<file path="config.mk">
export PLATFORM = sky130hd
export DESIGN_NAME = sel_arbiter
export DESIGN_NICKNAME = d
export VERILOG_FILES = /design/src/rtl/sel_arb_pkg.sv /design/src/rtl/sel_datapath.sv /design/src/rtl/sel_arbiter.sv
export SDC_FILE = /design/constraint.sdc
export NUM_CORES = 1
export LEC_CHECK = 0
export CAP_MARGIN = 15
export CORE_ASPECT_RATIO = 1.25
export CORE_MARGIN = 5
export CORE_UTILIZATION = 25
export DETAILED_ROUTE_END_ITERATION = 6
export PLACE_DENSITY = 0.68
export SYNTH_ARGS = -nofsm -noshare
export SYNTH_HDL_FRONTEND = slang
export SYNTH_SLANG_ARGS = --single-unit
</file>
<file path="constraint.sdc">
create_clock -name clk -period 1.8 [get_ports clk]
set_clock_uncertainty 0.2 [all_clocks]
set_input_delay 0.45 -clock clk [delete_from_list [all_inputs] [get_ports clk]]
set_output_delay 0.45 -clock clk [all_outputs]
set_load 0.005 [all_outputs]
</file>
<file path="src/rtl/sel_arb_pkg.sv">
// Shared types and selector encodings for the two-source packet arbiter.
package sel_arb_pkg;

  typedef enum logic [1:0] {
    IDLE    = 2'd0,
    GRANT_A = 2'd1,
    GRANT_B = 2'd2
  } state_t;

  localparam logic SEL_A = 1'b0;
  localparam logic SEL_B = 1'b1;

endpackage

</file>
<file path="src/rtl/sel_datapath.sv">
// W-bit 2:1 selector; sel=SEL_B routes inb, otherwise ina. Purely combinational.
module sel_datapath
  import sel_arb_pkg::*;
#(
  parameter int W = 8
) (
  input  logic [W-1:0] ina,
  input  logic [W-1:0] inb,
  input  logic         sel,
  output logic [W-1:0] out
);

  assign out = (sel == SEL_B) ? inb : ina;

endmodule

</file>
<file path="src/rtl/sel_arbiter.sv">
// Packet-level round-robin arbiter for two valid/ready/last sources over one shared selector.
// Build option SEL_ARB_BURST_LIMIT_EN: yield after MAX_BEATS beats when the other source waits.
module sel_arbiter
  import sel_arb_pkg::*;
#(
  parameter int W         = 8,
  parameter int MAX_BEATS = 4
) (
  input  logic         clk,
  input  logic         rst,
  input  logic         a_valid,
  input  logic [W-1:0] a_data,
  input  logic         a_last,
  output logic         a_ready,
  input  logic         b_valid,
  input  logic [W-1:0] b_data,
  input  logic         b_last,
  output logic         b_ready,
  output logic         out_valid,
  output logic [W-1:0] out_data,
  output logic         out_last,
  input  logic         out_ready,
  output logic         sel,
  output logic         busy
);

  state_t       state, state_nx;
  logic         sel_nx;
  logic         last_served, ls_nx;
  logic [W+1:0] mux;
  logic         xfer;
  logic         oth_valid;
  logic         limit_hit;

  // valid and last ride through the same selector as the data
  sel_datapath #(.W(W + 2)) u_dp (
    .ina ({a_valid, a_last, a_data}),
    .inb ({b_valid, b_last, b_data}),
    .sel (sel),
    .out (mux)
  );

  assign busy      = (state != IDLE);
  assign out_valid = busy & mux[W+1];
  assign out_last  = busy & mux[W];
  assign out_data  = mux[W-1:0];
  assign a_ready   = (state == GRANT_A) & out_ready;
  assign b_ready   = (state == GRANT_B) & out_ready;
  assign xfer      = out_valid & out_ready;
  assign oth_valid = (sel == SEL_A) ? b_valid : a_valid;

`ifdef SEL_ARB_BURST_LIMIT_EN
  localparam int CW = $clog2(MAX_BEATS + 1);
  logic [CW-1:0] beat_cnt;
  logic          regrant;

  assign regrant   = (state_nx != IDLE) && (state_nx != state);
  assign limit_hit = (beat_cnt >= CW'(MAX_BEATS - 1));

  always_ff @(posedge clk or posedge rst) begin
    if (rst)
      beat_cnt <= '0;
    else if (regrant)
      beat_cnt <= '0;
    else if (xfer && (beat_cnt != CW'(MAX_BEATS)))
      beat_cnt <= beat_cnt + CW'(1);
  end
`else
  assign limit_hit = 1'b0;
`endif

  always_comb begin
    state_nx = state;
    sel_nx   = sel;
    ls_nx    = last_served;
    case (state)
      IDLE: begin
        if (a_valid && (!b_valid || (last_served == SEL_B))) begin
          state_nx = GRANT_A;
          sel_nx   = SEL_A;
        end else if (b_valid) begin
          state_nx = GRANT_B;
          sel_nx   = SEL_B;
        end
      end
      GRANT_A, GRANT_B: begin
        // The granted valid at this edge belongs to the beat being consumed, so it
        // cannot announce a follow-on packet; without a waiting peer we drop to IDLE.
        if (xfer && (mux[W] || limit_hit)) begin
          if (mux[W])
            ls_nx = sel;
          if (oth_valid) begin
            state_nx = (sel == SEL_A) ? GRANT_B : GRANT_A;
            sel_nx   = ~sel;
          end else if (mux[W]) begin
            state_nx = IDLE;
          end
        end
      end
      default: state_nx = IDLE;
    endcase
  end

  always_ff @(posedge clk or posedge rst) begin
    if (rst) begin
      state       <= IDLE;
      sel         <= SEL_A;
      last_served <= SEL_B;
    end else begin
      state       <= state_nx;
      sel         <= sel_nx;
      last_served <= ls_nx;
    end
  end

endmodule
</file>
==> qor.txt <==
Arrival @ worst endpoint: 1.30 ns
Area grow syn2layout: 146%
Initial cell density of the core: 26.1%
Clock-pin slew on the worst setup and hold paths: 0.04 ns
Fillers: 162
Sequential area share after synthesis: 22.0%
Routability cong.: 0.790
Worst setup path startpoint: sel
Core area: 1770 um2
CTS Hold Bufs: 0
Worst path cell trace: buf_12 > buf_8 > mux2_2 > buf_2
Final Cycle Share: 108%
Hpwl dp: 1270 um
Wire per inst: 12.4 um
Die X: 48.4 um
Slew Limit Fails: 0
Most common cell after layout, fill and taps aside: clkdlybuf4s50_1
Worst-margin pin slew: 0.242 ns
Max clock buf depth: 2
Lkg Pwr: 0.528 nW
Slowest-stage cell, CP: dfrtp_2
Initial antenna violation count: 0
Crit path time final: 1.95 ns
Mapped Avg Cell Area: 9.21 um2
Yosys warns: 0
CP endpoint kind: primary output
Setup WS post-layout: -0.152 ns
RSZ-0062 raised after global routing: true
Die Span Y: 58.0 um
GRT Util Overall: 11.7%
Min-delay worst type: input port to async pin
CTS tree: yes
Reg-to-Reg Start: state[0]
CP Capture Point: out_data[7]
R2R depth: 8
Final #Nets: 142
Crit-path max cell delay: 0.43 ns
Cells after Synth: 50
Vias/cell: 4.62
Drt pass-1 iters: 1
Most frequent cells in the layout: 15 x clkdlybuf4s50_1, 14 x buf_4, 11 x buf_6, 10 x buf_2
Starting DRT DRC Count: 0
Post-synth cell types: 19
Setup violations, final: 14
Reg-to-reg endpoint: sel
Num CTS Buffers: 3
Ant. Diodes: 0
Final Hold Fails: 0
Max-cap violations: 0
# IOs: 37
Clk Latency, worst-skew pair: 0.24 ns
Syn nets: 77
Total congestion overflow: 0
IO Port Bufs: 36
H-tree depth: 1
Yosys reg bits: 4
Max Freq: 512 MHz
Worst slew margin: 83.8%
Cell Pwr Density: 1460 nW/um2
Via count: 614
Synth Cell Area: 460 um2
Clock sinks: 4
Maximum vdd drop: 0.000745 V
CP startpoint kind: flop
Cell row count: 17
DRC violations left: 0
Final core occ: 64.1%
Register-to-Register Setup Slack: -0.07 ns
Status: complete, but fails checks
Highest net fanout along the worst path: 4
Violated checks: setup timing
Pre-CTS setup slack: -0.470 ns
CTS Root Buffer Type: clkbuf_4
First-pass GRT wire length: 2630 um
Share of layout cells above drive strength 1: 56.1%
Vias in the first global route: 668
Maximum number of pins on one net before global-route repair: 6
Die ar.: 2810 um2
Setup tns final: -1.38 ns
Setup CP Type: flop to primary output
Final ANT Viol Nets: 0
Worst EP required: 1.15 ns
Final wirelength: 1650 um
kinds of logic (layout without fill, tap and decap cells):
logic type      Yosys count  count (layout)  share of synthesized area (%)
buf+inv                   7              71                           5.71
mux                      14              14                           33.2
simple gates             15              15                           19.3
compound gates            6               6                           8.97
fa+ha+maj                 4               4                           10.9
flops                     4               4                           22.0
cells in the mapped netlist, drive strengths merged:
library cell	n	area share, %
a21oi	3	3.3
and2	2	2.7
clkbuf	1	0.81
dfrtp	3	16
dfstp	1	5.7
ha	4	11
inv	6	4.9
mux2	10	24
mux2i	4	8.7
nand2	2	1.6
nand2b	1	1.4
nand3b	2	3.3
nand4b	1	1.9
nor2	4	3.3
nor2b	1	1.4
nor3	1	1.1
nor4	1	2.7
o21ai	2	2.2
o32ai	1	3.5
layout make-up:
class / instances / area, um2 / share of cell area (%)
Multi-Input combinational cell: 39 / 415 / 36.7
Timing Repair Buffer: 61 / 539 / 47.6
Sequential cell: 4 / 103 / 9.06
Tap cell: 19 / 23.8 / 2.10
Clock buffer: 4 / 26.3 / 2.32
Inverter: 6 / 25.0 / 2.21
state kept, by name (all words and copies together) (netlist names):
register / flops
last_served: 1
sel: 1
state: 2
repair_timing:
item	in CTS	in global routing
setup buffers	10	1
pin swaps	4	3
gates resized for setup	78	13
endpoints found under the setup margin	18	17
stage by stage:
stage                     cells  total power, mW  hold WS (ns)  area [um2]
after global placement      121             1.21         0.410         981
after floorplan              50            0.632        0.0154         460
final                       133             1.65         0.192        1130
after global routing        133             1.78         0.196        1130
after CTS                   132             1.58         0.189        1090
after detailed placement    121             1.23         0.413         981
worst min path at each step:
stage                start     endpoint  slack [ns]
2_1_floorplan          rst          sel        0.02
3_3_place_gp      state[1]     state[1]        0.41
3_5_place_dp   last_served  last_served        0.41
4_1_cts                rst     state[1]        0.19
5_1_grt                rst     state[1]        0.20
6_report               rst     state[1]        0.19
worst max-delay path, delay by kind of cell, from the launching register on:
kind / cells / cell delay, ns
multiplexers: 1 / 0.26
flip-flops: 1 / 0.43
buffers and inverters: 3 / 0.38
where the power goes:
part           switching, mW  leakage [nW]  internal (mW)
registers             0.0378        0.0460          0.145
clock network         0.0371        0.0150         0.0832
logic                  0.499         0.467          0.848
layer usage:
layer,GRT usage (%),up-vias,wire length (um)
met4,4.74,0,0
met1,9.89,275,542
met2,23.1,34,891
li1,-,305,-
met5,0,-,0
met3,5.14,0,218
Note: power is estimated with default switching activity, not from simulation.
==> patch 1, RTL diff (same flow settings) <==
Build with the macro `SEL_ARB_BURST_LIMIT_EN` defined.
--- a/src/rtl/sel_arbiter.sv
+++ b/src/rtl/sel_arbiter.sv
@@ -2,2 +2,4 @@
 // Build option SEL_ARB_BURST_LIMIT_EN: yield after MAX_BEATS beats when the other source waits.
+`define SEL_ARB_BURST_LIMIT_EN
+
 module sel_arbiter
Behaviour: not the same (Yosys sat finds a counterexample within 10 cycles, from zero or initial values and one cycle with rst high).
==> patch 1 against the original RTL <==
Sequential cell count is 3 higher; synthesized area is 76% higher; core utilization is 4.8 points lower; combinational power is 79% higher; routed wire length is 120% higher; the run still ends with negative setup slack left; power is 76% higher; worst setup slack worse by 360 ps; cell area is 66% higher.
==> patch 1: results (changes against the original RTL) <==
[status]
outcome=finished, violations left  ; unchanged
violations=negative setup slack  ; unchanged

[logic_synthesis]
synthFlopType=dfrtp_1  ; unchanged
synth_fp_nets=127  ; was 77
syn_area_per_cell_um2=8.33  ; was 9.21 um2
seq_area_frac_synth=0.218  ; was 0.220
synthTopCellsByCount=nor2_1 (12), inv_1 (11), mux2_2 (8)  ; was mux2_2 (10), inv_1 (6), ha_1 (4), mux2i_1 (4), nor2_1 (4)
yosysMostFrequentCell=nor2_1  ; was mux2_2
ys_async_sr_fraction=1.00  ; unchanged
synthTopCellsByArea=dfrtp_1 (19%), mux2_2 (11%), ha_1 (11%), nor2_1 (5.6%), inv_1 (5.1%)  ; was mux2_2 (24%), dfrtp_1 (16%), ha_1 (11%), mux2i_1 (8.7%), dfstp_2 (5.7%)
ys_types=32  ; was 19
yosys_warnings=0  ; unchanged

[sta]
whs_ps=284  ; was 192 ps
setup_viol=21  ; was 14
drv_slew=0  ; unchanged
timing.final.ws_setup_ps=-512  ; was -152 ps
tns_ps=-5320  ; was -1380 ps
slew_headroom=0.771  ; was 0.838

[grt]
grt_max_degree=9  ; was 6
grt_pass1_wl_um=5090  ; was 2630 um
groute.usage.overall=0.154  ; was 0.117
grt_pass1_vias=1107  ; was 668
antenna_found_initial=0  ; unchanged

[critical_path]
path_class=flop to flop  ; was flop to output pin
slowest_stage=a2111oi_4  ; was dfrtp_2
worst_r2r_endpoint=beat_cnt[2]  ; was sel
r2r_cells=9  ; was 8
slowest_delay_ps=410  ; was 430 ps
crit_start=beat_cnt[0]  ; was sel
path_max_fanout=3  ; was 4
path_delay_family=compound AO/OA/AOI/OAI gates  ; was flip-flops
cp.arrival_ps=2220  ; was 1300 ps

[route]
viasPerCell=4.89  ; was 4.62
drt_iter0_drc=13  ; was 0
dr.pass1.iters=4  ; was 1
routed_wl_um=3650  ; was 1650 um

[clocking]
numCtsBuffers=3  ; unchanged
clk_pin_slew_ps=50
cts_buffer_depth=2  ; unchanged
cts_htree_levels=1  ; unchanged
cts-root-buf=clkbuf_8  ; was clkbuf_4

[power]
power.leakage_nw=0.871  ; was 0.528 nW
ir_worst_vdd_uv=1210  ; was 745 uV

[cells_and_area]
nets=212  ; was 142
reg.largest.list=beat_cnt (3), state (2)  ; was state (2), last_served (1), sel (1)
layout-drive-gt1-share=0.591  ; was 0.561
diodes=0  ; unchanged
final_cells=218  ; was 133

[placement]
gp_congestion=0.833  ; was 0.790
place_ws_ps=-862  ; was -470 ps
hpwl_um=2340  ; was 1270 um
placed_area_um2=1470  ; was 981 um2
numPlacedInstances=195  ; was 121

[hold_path]
hp-class=input port to asynchronous set/reset pin  ; unchanged

-- patch 1: changes by cell type in the layout (fill, tap and decap cells not counted), moves of 4 or more --
| cell | change |
|---|---|
| buf_2 | -7 |
| buf_4 | +14 |
| buf_6 | +21 |
| clkdlybuf4s50_1 | -10 |
| dfrtp_1 | +4 |
| dlygate4sd2_1 | +9 |
| mux2_2 | -8 |
| mux2_4 | +6 |
| nor2_1 | +8 |
-- patch 1: area by class of cell --
cell class              count  area (um2)
inverters                  11        41.3
well taps                  37        46.3
flip-flops and latches      7         176
repair buffers             85         785
clock buffers               4        45.0
fillers                   264        1290
multi-input cells          74         785
-- patch 1: per-layer routing --
metal  track usage  wire length [um]  vias up
met5             0                 0        -
met4        0.0892               151        0
met3        0.0228               134       14
met2         0.272              2020       36
met1         0.167              1350      512
li1              -                 -      504
-- patch 1: timing repair --
item                                    4_1_cts  5_1_grt
endpoints found under the setup margin       21       21
gates resized for setup                     111       30
hold buffers                                  0        0
pin swaps                                    13       10
buffers inserted                             14        9
-- patch 1: cell families after synthesis --
| group | count (synthesis) | share of synthesized area |
|---|---|---|
| DFF | 7 | 0.218 |
| buffers and inverters | 16 | 0.0851 |
| adders and majority gates | 7 | 0.108 |
| muxes | 11 | 0.149 |
| AOI/OAI and AO/OA | 24 | 0.243 |
| and+or+nand+nor | 31 | 0.186 |
| xor gates and xnor gates | 1 | 0.0108 |
-- patch 1: report_power, final --
group,internal [mW],switching [mW]
sequential,0.211,0.0480
combinational,1.37,1.04
clock,0.155,0.0830
total,1.74,1.17
==> patch 2, RTL diff (config.mk and constraints unchanged) <==
Without the edit above. Re-encode `state_t` (3 states) as one-hot, 3 bits wide.
--- a/src/rtl/sel_arb_pkg.sv
+++ b/src/rtl/sel_arb_pkg.sv
@@ -3,6 +3,6 @@
 
-  typedef enum logic [1:0] {
-    IDLE    = 2'd0,
-    GRANT_A = 2'd1,
-    GRANT_B = 2'd2
+  typedef enum logic [2:0] {
+    IDLE    = 3'b001,
+    GRANT_A = 3'b010,
+    GRANT_B = 3'b100
   } state_t;
Behaviour: no difference found for any inputs over 10 cycles, from zero or initial values and one cycle with rst high; not proved beyond that.
==> patch 2 against the original RTL <==
The run still ends with negative setup slack left; worst hold slack better by 4.7 ps; critical endpoint is now out_last; largest power group unchanged; power is 1.5% higher; routed wire length increased by 15%; critical path type unchanged; cell area up 0.99%; maximum frequency fell by 1.0%; worst setup slack got worse by 20 ps; synthesized area increased by 14%; sequential cell count up 1.
==> patch 2: results (changes against the original RTL) <==
[status]
outcome=finished, violations left  ; unchanged
violations=negative setup slack  ; unchanged

[logic_synthesis]
syn_area_per_cell_um2=9.36  ; was 9.21 um2
ys_types=32  ; was 19
synthTopCellsByArea=mux2_2 (17%), dfrtp_1 (14%), dfstp_2 (10%), nor4b_4 (4.5%), nor2_1 (4.3%)  ; was mux2_2 (24%), dfrtp_1 (16%), ha_1 (11%), mux2i_1 (8.7%), dfstp_2 (5.7%)
ys_async_sr_fraction=1.00  ; unchanged
synthTopCellsByCount=mux2_2 (8), nor2_1 (6), a21oi_1 (4), o21ai_0 (4)  ; was mux2_2 (10), inv_1 (6), ha_1 (4), mux2i_1 (4), nor2_1 (4)
seq_area_frac_synth=0.243  ; was 0.220
synth_fp_nets=79  ; was 77
synthFlopType=dfrtp_1  ; unchanged
yosys_warnings=0  ; unchanged

[sta]
timing.final.ws_setup_ps=-172  ; was -152 ps
worstMarginPinSlew_ps=415  ; was 242 ps
setup_viol=17  ; was 14

[cells_and_area]
layout-drive-gt1-share=0.545  ; was 0.561
final_cells=132  ; was 133
diodes=0  ; unchanged
nets=136  ; was 142
reg.largest.list=state (3), last_served (1), sel (1)  ; was state (2), last_served (1), sel (1)

[power]
ir_worst_vdd_uv=849  ; was 745 uV
power.leakage_nw=0.541  ; was 0.528 nW

[hold_path]
hp-class=input port to asynchronous set/reset pin  ; unchanged

[placement]
hpwl_um=1420  ; was 1270 um
port_buffers=36  ; unchanged
numPlacedInstances=121  ; unchanged
placed_area_um2=990  ; was 981 um2
gp_congestion=0.833  ; was 0.790

[route]
via_count=659  ; was 614
drt_iter0_drc=1  ; was 0
dr.pass1.iters=4  ; was 1
routed_wl_um=1900  ; was 1650 um

[grt]
grt_pass1_vias=677  ; was 668
groute.usage.overall=0.114  ; was 0.117
grt_pass1_wl_um=2680  ; was 2630 um
antenna_found_initial=0  ; unchanged
grt_max_degree=14  ; was 6

[critical_path]
worst_r2r_endpoint=sel  ; unchanged
crit_start=state[0]  ; was sel
endpoint=out_last  ; was out_data[7]
r2r_cells=8  ; unchanged
slowest_stage=dfstp_2  ; was dfrtp_2
rrSetupSlack_ps=-120  ; was -70 ps
cp.arrival_ps=1320  ; was 1300 ps
path_delay_family=flip-flops  ; unchanged
slowest_delay_ps=520  ; was 430 ps
path_max_fanout=3  ; was 4
r2r-start=sel  ; was state[0]

[clocking]
insertion_delay_ps=240  ; about the same
cts-root-buf=clkbuf_4  ; unchanged
numCtsBuffers=3  ; unchanged
cts_htree_levels=1  ; unchanged
clk_pin_slew_ps=40  ; about the same
cts_buffer_depth=2  ; unchanged

-- patch 2: cell types whose count changed after synthesis, moves of 2 or more --
| cell | change |
|---|---|
| ha_1 | -4 |
| inv_1 | -3 |
| nor2_1 | +2 |
| mux2i_1 | -2 |
| o21ai_0 | +2 |
| mux2_2 | -2 |
| nand3b_1 | -2 |
| and2_1 | -2 |
-- patch 2: repair_timing --
action                     CTS  global route
pin swaps                    3             4
setup endpoints to repair   18            18
resized for setup           84            15
gates cloned                 0             1
setup buffers                6             1
-- patch 2: routing by layer --
metal  track usage  up-vias  part of all wire
met5             0        -                 0
met3        0.0557        2             0.099
met1         0.106      306              0.34
met4        0.0328        0            0.0063
met2         0.218       34              0.55
li1              -      317                 -
-- patch 2: layout make-up --
| cell class | count | area [um2] |
|---|---|---|
| clock buffer | 4 | 26.3 |
| multi-input combinational | 45 | 429 |
| timing repair buffer | 54 | 517 |
| inverter | 4 | 15.0 |
| fill | 184 | 838 |
| tap | 20 | 25.0 |
| sequential | 5 | 131 |
-- patch 2: kinds of logic after synthesis --
kind of cell,count (synthesis),synth area share
AND/OR/NAND/NOR,18,0.265
AO/OA/AOI/OAI,16,0.208
multiplexers,10,0.210
buffers and inverters,6,0.0573
flip-flops,5,0.243
XOR/XNOR,1,0.0167
-- patch 2: through the flow --
step	hold slack, ps	worst slack (ps)	TNS [ps]
after floorplan	27.1	114	0
after global placement	455	-551	-7020
after detailed placement	460	-552	-7070
after CTS	199	-174	-1740
after global routing	229	-240	-2820
final	197	-172	-1800
-- patch 2: worst min-delay path by stage --
| stage | startpoint | endpoint | slack, ps |
|---|---|---|---|
| after floorplan | rst | sel | 30 |
| after global placement | rst | sel | 450 |
| after detailed placement | rst | state[1] | 460 |
| after CTS | rst | state[1] | 200 |
| after global routing | rst | state[1] | 230 |
| final | rst | state[1] | 200 |
-- patch 2: where the power goes --
group | switching, mW | total [mW] | internal (mW)
logic | 0.514 | 1.29 | 0.776
clock network | 0.0463 | 0.130 | 0.0838
registers | 0.0668 | 0.254 | 0.187
total | 0.628 | 1.67 | 1.05
